==> src/rtl/down_timer.sv <==
// down_timer: loadable down-counting timer with prescaler, one-shot or
// auto-reload mode, pause and abort.
//
// Parameters
//   W      width of the count value (>= 2)
//   PRESC  clk cycles per count tick (>= 1)
//
// Ports
//   clk         clock, rising edge
//   rst         asynchronous, active-high reset
//   load_valid  load request
//   load_ready  timer idle and able to accept a load (combinational)
//   load_val    start value, sampled on load acceptance
//   periodic    1 = auto-reload, 0 = one-shot; sampled on load acceptance
//   pause       level; freezes count and prescaler while high
//   abort       level; cancels a running timer, blocks loads while high
//   cnt         remaining ticks (registered)
//   busy        timer running or paused
//   expire      registered one-cycle pulse on expiry
module down_timer #(
    parameter int W     = 16,
    parameter int PRESC = 1
) (
    input  logic         clk,
    input  logic         rst,
    input  logic         load_valid,
    output logic         load_ready,
    input  logic [W-1:0] load_val,
    input  logic         periodic,
    input  logic         pause,
    input  logic         abort,
    output logic [W-1:0] cnt,
    output logic         busy,
    output logic         expire
);

    localparam int PW = $clog2(PRESC) + 1;
    localparam logic [PW-1:0] PRESC_LAST = PW'(PRESC - 1);
    localparam logic [PW-1:0] PRESC_ONE  = PW'(1);
    localparam logic [W-1:0]  CNT_ONE    = W'(1);

    localparam logic [1:0] S_IDLE   = 2'd0;
    localparam logic [1:0] S_RUN    = 2'd1;
    localparam logic [1:0] S_PAUSED = 2'd2;

    logic [1:0]    r_state;
    logic [W-1:0]  r_cnt;
    logic [W-1:0]  r_reload;
    logic          r_periodic;
    logic [PW-1:0] r_presc;
    logic          r_expire;
    logic          w_tick;

    assign w_tick     = (r_presc == PRESC_LAST);
    assign load_ready = (r_state == S_IDLE) && !abort;
    assign busy       = (r_state != S_IDLE);
    assign cnt        = r_cnt;
    assign expire     = r_expire;

    always_ff @(posedge clk or posedge rst) begin
        if (rst) begin
            r_state    <= S_IDLE;
            r_cnt      <= '0;
            r_reload   <= '0;
            r_periodic <= 1'b0;
            r_presc    <= '0;
            r_expire   <= 1'b0;
        end else begin
            r_expire <= 1'b0;
            case (r_state)
                S_IDLE: begin
                    if (load_valid && !abort) begin
                        r_cnt      <= load_val;
                        r_reload   <= load_val;
                        r_periodic <= periodic;
                        r_presc    <= '0;
                        r_state    <= S_RUN;
                    end
                end
                S_RUN, S_PAUSED: begin
                    if (abort) begin
                        r_state <= S_IDLE;
                        r_cnt   <= '0;
                        r_presc <= '0;
                    end else if (r_cnt == '0) begin
                        // Zero-length load: expire on the edge after
                        // acceptance, independent of prescaler and mode.
                        r_expire <= 1'b1;
                        r_state  <= S_IDLE;
                        r_presc  <= '0;
                    end else if (pause) begin
                        r_state <= S_PAUSED;
                    end else begin
                        // The edge that leaves PAUSED is a normal run edge,
                        // so a pause of N cycles delays expiry by exactly N.
                        r_state <= S_RUN;
                        if (w_tick) begin
                            r_presc <= '0;
                            if (r_cnt > CNT_ONE) begin
                                r_cnt <= r_cnt - CNT_ONE;
                            end else if (r_periodic) begin
                                r_cnt    <= r_reload;
                                r_expire <= 1'b1;
                            end else begin
                                r_cnt    <= '0;
                                r_expire <= 1'b1;
                                r_state  <= S_IDLE;
                            end
                        end else begin
                            r_presc <= r_presc + PRESC_ONE;
                        end
                    end
                end
                default: begin
                    r_state <= S_IDLE;
                    r_cnt   <= '0;
                    r_presc <= '0;
                end
            endcase
        end
    end

endmodule
==> config.mk <==
export PLATFORM = sky130hd
export DESIGN_NAME = down_timer
export DESIGN_NICKNAME = d
export VERILOG_FILES = /design/src/rtl/down_timer.sv
export SDC_FILE = /design/constraint.sdc
export NUM_CORES = 1
export LEC_CHECK = 0
export ABC_AREA = 0
export CAP_MARGIN = 5
export CORE_MARGIN = 2
export CORE_UTILIZATION = 56
export DETAILED_ROUTE_END_ITERATION = 7
export PLACE_DENSITY = 0.85
export SYNTH_ARGS = -nofsm -noshare
export SYNTH_HDL_FRONTEND = slang
export SYNTH_SLANG_ARGS = --single-unit
export TNS_END_PERCENT = 5
==> constraint.sdc <==
create_clock -name clk -period 5.35 [get_ports clk]
set_input_delay 1.07 -clock clk [delete_from_list [all_inputs] [get_ports clk]]
set_output_delay 1.07 -clock clk [all_outputs]
set_load 0.1 [all_outputs]
==> flow_results.org, run 1 <==
** Floorplanning
- I/O pin count :: 41
- From left edge to right edge, the die measures 66.2 um.
- The die is 66.2 um tall.
- Initial core utilization :: 58.7%
- In this run the standard cell core region covers 0.00369 mm^2.
- The die covers 0.00438 mm^2.
- Row generation in the floorplan step produced 22 rows.

** STA
- Across all setup checks in the final design, the least slack found is 1.43 ns.
- Setup repair after global routing left no endpoint under its margin.
- For the final routed database, the setup TNS stands at 0 ns.
- Measured against its own limit, the worst slew margin works out to 18.1%.
- The tightest hold path in the finished design has a slack of 0.510 ns.
- Portion of the clock cycle consumed by the worst path in the final layout :: 73.2%
- Max-slew violation total from the final report :: 0
- Final setup skew :: 0.00700 ns
- Fmax :: 255 MHz
- Number of hold violations in the final report :: 0
- At the pin with the least slew margin, the transition time is 1.23 ns.
- Minimum clock period :: 3.92 ns
- Setup violations remaining at the end of the flow were counted as 0.

** Synth
- In this run, synthesis inferred 0 flip-flops with an integrated enable.
- After synthesis, the cell types taking the most area are dfrtp_1, mux2_2, nor2_1, a211o_1, nand2_1.
- Counting every instance in the synthesized netlist gives 227.
- Async set-reset flop share out of synthesis :: 100%
- Unique masters post-synth :: 47
- Post-synth net total :: 253
- Synthesis inferred 36 register bits.
- Most area-hungry cell type in the Yosys netlist :: dfrtp_1
- Of the synthesized area, sequential elements account for 41.6%.
- Averaged over all synthesized cells, the footprint is 9.54 um^2.
- In this run the biggest area consumer among cell types represents 41.6% of the synthesized area.
- Dominant synthesized flop cell :: dfrtp_1
- Summing every instance area after synthesis gives 0.00216 mm^2.
- Yosys synthesis warning count :: 0

** Detailed routing
- In this run, the number of DRC markers left after iteration 0 of detailed routing was 100.
- In this run the remaining antenna-violating nets after routing total 0.
- Using the TritonRoute via totals, the vias-per-cell ratio works out to 5.98.
- Summing over every cut layer, the via total after detailed routing is 1872.
- The pre-antenna-repair detailed-routing pass consisted of 4 iterations.
- Detailed-route DRC error count :: 0
- The final layout contains routed wiring with a total length of 5030 um.
- After detailed routing, the average wire length per cell comes to 16.1 um.

** Finish
- Counting the fill cells in the layout gives 312.
- Commonest non-fill, non-tap cells in the layout :: clkdlybuf4s50_1, dfrtp_1, nor2_1, nand2_1, mux2_2
- After the last flow step, the layout net total stands at 290.
- Final non-filler cell area :: 0.00266 mm^2
- Antenna Diode Count :: 0
- Relative to the synthesized area, the layout overhead comes to 23.1%.
- In the final layout, the share of cells above drive strength 1 is 12.1%.
- Leaving out fill and tap cells, the most frequent cell in the layout is clkdlybuf4s50_1.

** Clock tree
- Later-pin clock latency in the skew report :: 0.30 ns
- Post-cts sizing count :: 0
- After clock tree synthesis, the setup repair step added 0 buffers.
- After clock tree synthesis, the clock-pin slew on the worst setup and hold paths is 0.07 ns.
- TritonCTS buffer count :: 5
- Hold_buf cts :: 0
- The tree built by TritonCTS fans out to 36 sinks.
- Clk root buf :: clkbuf_8
- TritonCTS built the clock tree.
- The longest clock path from root to sink contains 2 buffers.
- CTS built an H-tree with a depth of 2.

** Run
- Max-Cap Viols :: 0

** Place
- Routability congestion estimate from global placement :: 0.826
- Placement-stage worst setup slack :: 1.42 ns
- During placement, the flow inserted port buffers numbering 40.
- Detailed Place HPWL :: 3350 um
- In this run the cell area measured after placement is 0.00257 mm^2.

** Global routing
- Antenna violations before repair :: 0
- Entering global routing, the biggest net connects 37 pins.
- Across every metal layer, demand over resource in global routing totals 26.1%.
- The via count of the first global-routing pass was 1784.
- The first global-routing pass estimated 8620 um of wire.
- Global route overflow :: 0

** Setup path
- Crit path kind :: in -> out
- Critical path peak fanout :: 4
- At the worst endpoint, the required time is 4.28 ns.
- For the worst setup path, the data arrival time is 2.85 ns.
- The worst setup path is captured at a primary output.
- Startpoint type of the worst setup path :: input pin

** Hold path
- The min-delay analysis places its worst path in the category reg -> reg.

** Outcome
- The run finished with clean final reports.
[layer usage]
metal,GRT usage [%],vias up,routed length (um)
li1,-,897,-
met2,41.5,56,2390
met5,0,-,0
met4,8.67,0,78
met1,36.1,911,2340
met3,4.43,8,222
[synthesized netlist by cell type, types with 2 or more instances]
| library cell | n |
|---|---|
| a211o_1 | 10 |
| or3_1 | 2 |
| buf_2 | 4 |
| nand2b_1 | 2 |
| dfrtp_1 | 36 |
| a221o_1 | 2 |
| a21oi_1 | 11 |
| nor4_1 | 5 |
| a31oi_1 | 2 |
| a21o_1 | 2 |
| nor2_1 | 27 |
| inv_1 | 8 |
| a211oi_1 | 10 |
| o21ai_1 | 2 |
| o22ai_1 | 3 |
| ha_1 | 4 |
| nor3_1 | 6 |
| clkbuf_1 | 4 |
| nand2_1 | 22 |
| mux2i_1 | 2 |
| buf_4 | 2 |
| xor2_1 | 4 |
| o21ai_0 | 3 |
| o21a_1 | 2 |
| mux2_2 | 17 |
| nand3_1 | 7 |
| and2_1 | 2 |
| xnor2_1 | 7 |
[metrics by stage]
step	cells	util [%]
global placement	305	69.7
finish	313	72.2
CTS	313	72.2
detailed placement	305	69.7
global route	313	72.2
floorplan	227	-
[worst max-delay path, stage by stage]
cell and delay, ns:
clkdlybuf4s50_1 0.44, nor2_1 0.16, clkdlybuf4s50_1 1.16
[final timing paths]
path / start / endpoint / slack (ns) / cells past startpoint
min in group asynchronous: rst / cnt[6]$_DFFE_PP0P_ / 1.18 / 3
min: r_reload[7]$_DFFE_PP0P_ / r_reload[7]$_DFFE_PP0P_ / 0.51 / 1
min reg2reg: r_reload[7]$_DFFE_PP0P_ / r_reload[7]$_DFFE_PP0P_ / 0.51 / 1
max reg2reg: cnt[2]$_DFFE_PP0P_ / cnt[12]$_DFFE_PP0P_ / 2.42 / 6
max: abort / load_ready / 1.43 / 3
max in group asynchronous: rst / r_reload[11]$_DFFE_PP0P_ / 3.85 / 3
[flip-flops by register name, summed over array words and instances, names as in the netlist]
| register | flops |
|---|---|
| cnt | 16 |
| r_reload | 16 |
| r_state | 2 |
| expire | 1 |
| r_periodic | 1 |
[kinds of logic (layout without fill, tap and decap cells)]
group / Yosys count / count (layout) / share of synthesized area (%)
AO/OA/AOI/OAI: 53 / 53 / 17.3
XOR/XNOR: 11 / 11 / 4.45
adder cells (fa/ha/maj): 4 / 4 / 2.31
buffers and inverters: 19 / 57 / 4.22
flip-flops: 36 / 36 / 41.6
multiplexers: 19 / 19 / 9.77
AND/OR/NAND/NOR: 85 / 85 / 20.3
[area by class of cell]
class / instances / area (um^2) / area share (%)
Multi-Input combinational cell: 172 / 1170 / 44.0
Sequential cell: 36 / 901 / 33.8
Timing Repair Buffer: 41 / 408 / 15.3
Clock buffer: 6 / 82.6 / 3.10
Tap cell: 48 / 60.1 / 2.25
Inverter: 8 / 30.0 / 1.13
Clock inverter: 2 / 10.0 / 0.376
Power of run 1 is left out: the tool's default activity adds up to more than one toggle a clock period on the data nets, which glitch-free logic cannot reach.
==> run 2: changes to the inputs <==
- CORE_UTILIZATION: 56 -> 52
- PLACE_DENSITY: 0.85 -> 0.8
- clock period: 5.35 -> 4 ns (I/O delays scaled with it)
==> run 2 against run 1 <==
Flip-flop and latch count is the same. Final area is essentially flat. First-iteration DRC count grew 43%. Setup slack lost 0.43 ns. Global-route usage shrank 1.1 points. Register-to-register slack lost 1.4 ns. Die area grew 7.2%. Cell count grew 0.64%. Sequential share of layout area is essentially flat. Worst hold slack gained 0.0018 ns. Routed wire length grew 3.9%. Via count shrank 0.80%.
==> flow_results.org, run 2 (same netlist as run 1, synthesis figures left out) <==
** Global routing
- The via count of the first global-routing pass was 1837 (+3.0%).
- The number of antenna violations at the first check in global routing is 0 (unchanged).
- The total routing resource utilization after global routing came to 25.0% (-1.1 points).
- Global-route wire length before repair :: 8710 um (+1.0%)
- Global route overflow :: 0 (unchanged)
- The pin count of the biggest net entering global routing was 37 (unchanged).

** Finish
- Fraction of final layout cells with drive strength greater than 1 :: 11.7% (-0.38 points)
- Fill cell count :: 365 (+17%)
- In the layout the commonest cells are clkdlybuf4s50_1, dfrtp_1, nor2_1, nand2_1, mux2_2.
- Fin util :: 66.5% (-5.7 points)
- The number of nets in the layout was 290 (unchanged).
- Antenna Diode Count :: 0 (unchanged)
- Most common cell after layout, fill and taps aside :: clkdlybuf4s50_1
- Area added between synthesis and finish :: 22.9% (about the same)

** Floorplanning
- DIE AREA :: 0.00469 mm^2 (+7.2%)
- Num rows :: 23 (+4.5%)
- Die Wd :: 68.5 um (+3.6%)
- The number of placed I/O pins was 41 (unchanged).
- Floorplan die height :: 68.5 um (+3.6%)
- Initial core utilization :: 54.1% (-4.6 points)
- Core Footprint :: 0.00400 mm^2 (+8.4%)

** STA
- The final count of negative-setup-slack endpoints came to 0 (unchanged).
- Setup Total Neg Slack :: 0 ns (unchanged)
- Minimum clock period :: 3.00 ns
- The number of pins with negative max-slew slack in the final report came to 0 (unchanged).
- The slack of the critical path came to 0.999 ns (-0.434 ns).
- The count of endpoints failing hold in the final timing report is 0 (unchanged).
- The max-slew headroom at the worst pin came to 18.3% (+0.23 points).
- RSZ-0062 raised after global routing :: no
- Portion of the clock cycle consumed by the worst path in the final layout :: 75.0%
- Fmax :: 333 MHz
- Final setup skew :: 0.00484 ns (-0.00216 ns)
- The slew of the pin with the lowest slew margin was 1.23 ns (-0.00322 ns).

** Place
- Number of buffer cells added on primary ports :: 40 (unchanged)
- Detailed Place HPWL :: 3550 um (+6.0%)
- The routability congestion estimate was 0.828 (+0.24%).
- The worst slack after detailed placement was 1.02 ns (-0.407 ns).

** Detailed routing
- Wirelength, routed :: 5220 um (+3.9%)
- The routed wirelength normalized by instance count is 16.6 um (+3.2%).
- Detailed-route DRC error count :: 0 (unchanged)
- The via density per instance came to 5.90 (-1.4%).
- The total via count after detailed routing is 1857 (-0.80%).
- The count of routing violations after the opening detailed-route iteration was 143 (+43%).
- Length of the first detailed-routing pass in iterations :: 4 (unchanged)
- The remaining number of nets flagged by the antenna check after routing came to 0 (unchanged).

** Clock tree
- Post-cts sizing count :: 0 (unchanged)
- Deepest level of the CTS H-tree :: 2 (unchanged)
- The number of buffers created by CTS was 5 (unchanged).
- # clock sinks :: 36 (unchanged)
- Clock transition at the registers of the reported paths :: 0.07 ns (about the same)
- Clock Tree Buf Depth :: 2 (unchanged)
- TritonCTS built the clock tree.
- The root buffer cell chosen for the clock tree is clkbuf_8.
- Later-pin clock latency in the skew report :: 0.29 ns (about the same)
- Hold_buf cts :: 0 (unchanged)
- The number of setup buffers added after CTS came to 0 (unchanged).

** Outcome
- The run finished with clean final reports.

** Run
- Max-Cap Viols :: 0 (unchanged)

** Setup path
- WP data arrival :: 3.17 ns (+0.32 ns)
- STA classifies the critical path endpoint as a flip-flop.
- The highest net fanout along the worst path is 30 (+26).
- The setup path with the least slack is of type reg -> reg.
- STA classifies the critical path startpoint as a flip-flop.
- Required @ worst endpoint :: 4.17 ns (-0.11 ns)

** Hold path
- Hold/Removal Path Class :: reg -> reg
## run 2: changes by cell type in the layout (fill, tap and decap cells not counted), sizes merged
| cell | change |
|---|---|
| clkbuf | +2 |
| buf | +1 |
| clkinv | -2 |
| clkdlybuf4s50 | -1 |
## run 2: stage by stage
step	hold slack, ns	area (um^2)	instances
detailed placement	0.494	2570	307
CTS	0.509	2660	315
floorplan	0.479	2160	227
global route	0.528	2660	315
global placement	0.488	2570	307
finish	0.511	2660	315
## run 2: cell type report
class                   instances  area, um^2  share of cell area [%]
multi-input cells             172        1170                    44.1
well taps                      50        62.6                    2.35
clock buffers                   8        90.1                    3.39
inverters                       8        30.0                    1.13
flip-flops and latches         36         901                    33.9
repair buffers                 41         405                    15.2
## run 2: path summary, 6_finish.rpt
kind | start | endpoint | slack (ns) | cells after the start
max in group asynchronous | rst | cnt[13]$_DFFE_PP0P_ | 2.73 | 3
worst min register to register | r_reload[4]$_DFFE_PP0P_ | r_reload[4]$_DFFE_PP0P_ | 0.51 | 1
worst min-delay path | r_reload[4]$_DFFE_PP0P_ | r_reload[4]$_DFFE_PP0P_ | 0.51 | 1
worst max-delay path | cnt[2]$_DFFE_PP0P_ | cnt[1]$_DFFE_PP0P_ | 1.0 | 6
min in group asynchronous | rst | cnt[5]$_DFFE_PP0P_ | 0.93 | 3
worst max register to register | cnt[2]$_DFFE_PP0P_ | cnt[1]$_DFFE_PP0P_ | 1.0 | 6
## run 2: routing by layer
layer | GRT usage (%) | vias to the layer above | share of wire [%]
li1 | - | 897 | -
met1 | 33.9 | 889 | 45
met2 | 38.2 | 63 | 47
met3 | 5.84 | 8 | 6.5
met4 | 10.5 | 0 | 1.6
met5 | 0 | - | 0
## run 2: worst max-delay path, cell delays in order, from the launching register on
cell     delay [ns]
dfrtp_1        0.48
or3_1          0.55
nor4_4         0.31
a21oi_2        0.13
o21ai_2        0.94
nor2_1         0.17
a211o_1        0.29
Power of run 2 is left out for the same reason.
==> run 3: changes to the inputs <==
- clock period: 4 -> 3.1 ns (I/O delays scaled with it)
==> run 3 against run 2 <==
Sequential share of layout area increased by 0.22 points. Utilization down 0.44 points. Final area fell by 0.66%. Die area unchanged. Largest cell class unchanged. Setup slack got worse by 0.48 ns. Fmax grew 16%. First-iteration DRC count is 2.1% lower. Highest routed layer unchanged. Non-clock buffer count increased by 5. Worst hold slack got worse by 0.0043 ns. Critical path depth is 2 higher.
==> flow_results.org, run 3 (same netlist as run 1, synthesis figures left out) <==
** Hold path
- The min-delay analysis places its worst path in the category reg -> reg.

** Setup path
- Crit path kind :: reg -> reg
- Startpoint type of the worst setup path :: flip-flop
- Reg2reg path depth :: 8 (+2)
- WP data arrival :: 2.76 ns (-0.41 ns)
- The delay of the slowest cell on the worst path came to 0.53 ns (-0.41 ns).
- Critical R2R Launch :: cnt[0]$_DFFE_PP0P_
- The most critical setup path has its endpoint at cnt[6]$_DFFE_PP0P_.
- Critical path peak fanout :: 10 (-67%)
- The signal on the critical path passes through inv_1 -> ha_1 -> nor2_1 -> nand3b_1 -> or2_1 -> o21ai_1 -> a211oi_1 -> a211o_1.
- Critical-path cell with the highest stage delay :: o21ai_1
- Reg2reg end :: cnt[6]$_DFFE_PP0P_
- Critical Path Start :: cnt[0]$_DFFE_PP0P_
- Reg-to-reg setup timing slack :: 0.52 ns (-0.48 ns)
- Sort of element at the end of the critical path :: flip-flop
- The required arrival time at the worst endpoint came to 3.27 ns (-0.90 ns).

** STA
- The slack of the critical path came to 0.519 ns (-0.480 ns).
- The number of pins with negative max-slew slack in the final report is 0 (unchanged).
- The final count of negative-setup-slack endpoints is 0 (unchanged).
- Fmax :: 387 MHz (+16%)
- The final clock period utilization by the worst path is 83.3% (+8.2 points).
- The slew of the pin with the lowest slew margin came to 0.573 ns (-0.652 ns).
- Hold Worst Slack :: 0.507 ns (-0.00434 ns)
- The total negative setup slack was 0 ns (unchanged).
- Setup repair after global routing left no endpoint under its margin.
- The clock skew was 0.00384 ns (-0.00101 ns).
- The max-slew headroom at the worst pin is 61.5% (+43 points).
- Minimum clock period :: 2.58 ns (-0.420 ns)
- The count of endpoints failing hold in the final timing report is 0 (unchanged).

** Finish
- The layout filler cell count was 336 (-7.9%).
- Antenna Diode Count :: 0 (unchanged)
- Fin util :: 66.1% (-0.44 points)
- The library cell used most frequently in the layout, excluding fill and tap cells, is dfrtp_1.
- The share of final-layout standard cells stronger than drive strength 1 is 20.4% (+8.7 points).
- Area added between synthesis and finish :: 22.1%
- The multi-input logic area was 0.00117 mm^2 (+0.21%).
- Sequential standard cell area :: 901 um^2 (unchanged)
- Final-stage net count :: 295 (+1.7%)
- In the layout the commonest cells are dfrtp_1, nor2_1, buf_4, nand2_1, clkdlybuf4s50_1.

** Floorplanning
- Die Wd :: 68.5 um (unchanged)
- The vertical die dimension was 68.5 um (unchanged).
- The die footprint came to 0.00469 mm^2 (unchanged).
- The number of placed I/O pins is 41 (unchanged).
- Initial core utilization :: 54.1% (unchanged)
- Num rows :: 23 (unchanged)
- The core area came to 0.00400 mm^2 (unchanged).

** Detailed routing
- The number of design rule violations left after detail routing came to 0 (unchanged).
- The routed wirelength normalized by instance count is 16.4 um (-1.4%).
- Length of the first detailed-routing pass in iterations :: 4 (unchanged)
- Wirelength, routed :: 5220 um (-0.13%)
- Number of design-rule violations left by the first detailed-router iteration :: 140 (-2.1%)
- Count of nets left with antenna violations after detail routing :: 0 (unchanged)
- Vias per cell :: 5.90 (about the same)
- Via Count :: 1882 (+1.3%)

** Clock tree
- The number of buffers created by CTS was 5 (unchanged).
- Hold_buf cts :: 0 (unchanged)
- The later-pin clock latency in the skew report is 0.29 ns (about the same).
- # clock sinks :: 36 (unchanged)
- TritonCTS built the clock tree.
- Post-cts sizing count :: 0 (unchanged)
- CTS placed an instance of clkbuf_8 at the clock tree root.
- The number of H-tree branching levels is 2 (unchanged).
- Clock transition at the registers of the reported paths :: 0.07 ns (about the same)
- Number of post-CTS setup repair buffers :: 0 (unchanged)
- Clock Tree Buf Depth :: 2 (unchanged)

** Run
- Max-Cap Viols :: 0 (unchanged)

** Outcome
- The run finished with clean final reports.

** Global routing
- The pin count of the biggest net entering global routing came to 37 (unchanged).
- The via count of the first global-routing pass was 1739 (-5.3%).
- Antenna violations before repair :: 0 (unchanged)
- Global-route wire length before repair :: 8430 um (-3.2%)
- The aggregate global routing overflow was 0 (unchanged).
- Gr usage total :: 24.5% (-0.47 points)

** Place
- Detailed Place HPWL :: 3730 um (+5.0%)
- The count of buffers inserted at the top-level ports came to 40 (unchanged).
- The worst slack after detailed placement was 0.416 ns (-0.601 ns).
- Routability congestion estimate from global placement :: 0.847 (+2.3%)
## run 3: cell types whose count changed in the layout (fill, tap and decap cells not counted), sizes merged
| cell | previous run | this run |
|---|---|---|
| clkbuf | 8 | 6 |
| buf | 2 | 25 |
| clkdlybuf4s50 | 39 | 21 |
| clkinv | 0 | 1 |
## run 3: critical path: cells and delay by family, from the launching register on
kind | cells | cell delay (ns)
buf+inv | 1 | 0.11
fa+ha+maj | 1 | 0.28
flops | 1 | 0.45
simple gates | 3 | 0.66
compound gates | 3 | 0.95
## run 3: final cells by class
type	count	share of cell area, %
multi-input combinational	172	44.4
sequential	36	34.1
timing repair buffer	46	15.0
clock buffer	6	2.74
tap	50	2.37
inverter	8	1.14
clock inverter	1	0.189
## run 3: worst min path at each step
stage                                     endpoint  slack, ns  cells after the start                startpoint
after floorplan            r_reload[4]$_DFFE_PP0P_       0.48                      1   r_reload[4]$_DFFE_PP0P_
after global placement    r_reload[14]$_DFFE_PP0P_       0.49                      1  r_reload[14]$_DFFE_PP0P_
after detailed placement   r_reload[4]$_DFFE_PP0P_       0.49                      1   r_reload[4]$_DFFE_PP0P_
after CTS                  r_reload[4]$_DFFE_PP0P_       0.51                      1   r_reload[4]$_DFFE_PP0P_
after global routing       r_reload[4]$_DFFE_PP0P_       0.52                      1   r_reload[4]$_DFFE_PP0P_
final                      r_reload[4]$_DFFE_PP0P_       0.51                      1   r_reload[4]$_DFFE_PP0P_
## run 3: metal layers
layer	share of wire, %	track usage, %
met5	0	0
met3	6.0	6.33
met4	1.9	8.25
met2	47	39.7
met1	46	31.9
## run 3: stage by stage
step | instance area [um^2] | std cells
3_3_place_gp | 2570 | 312
2_1_floorplan | 2170 | 227
4_1_cts | 2640 | 319
3_5_place_dp | 2570 | 312
5_1_grt | 2640 | 319
6_report | 2640 | 319
Power of run 3 is left out for the same reason.
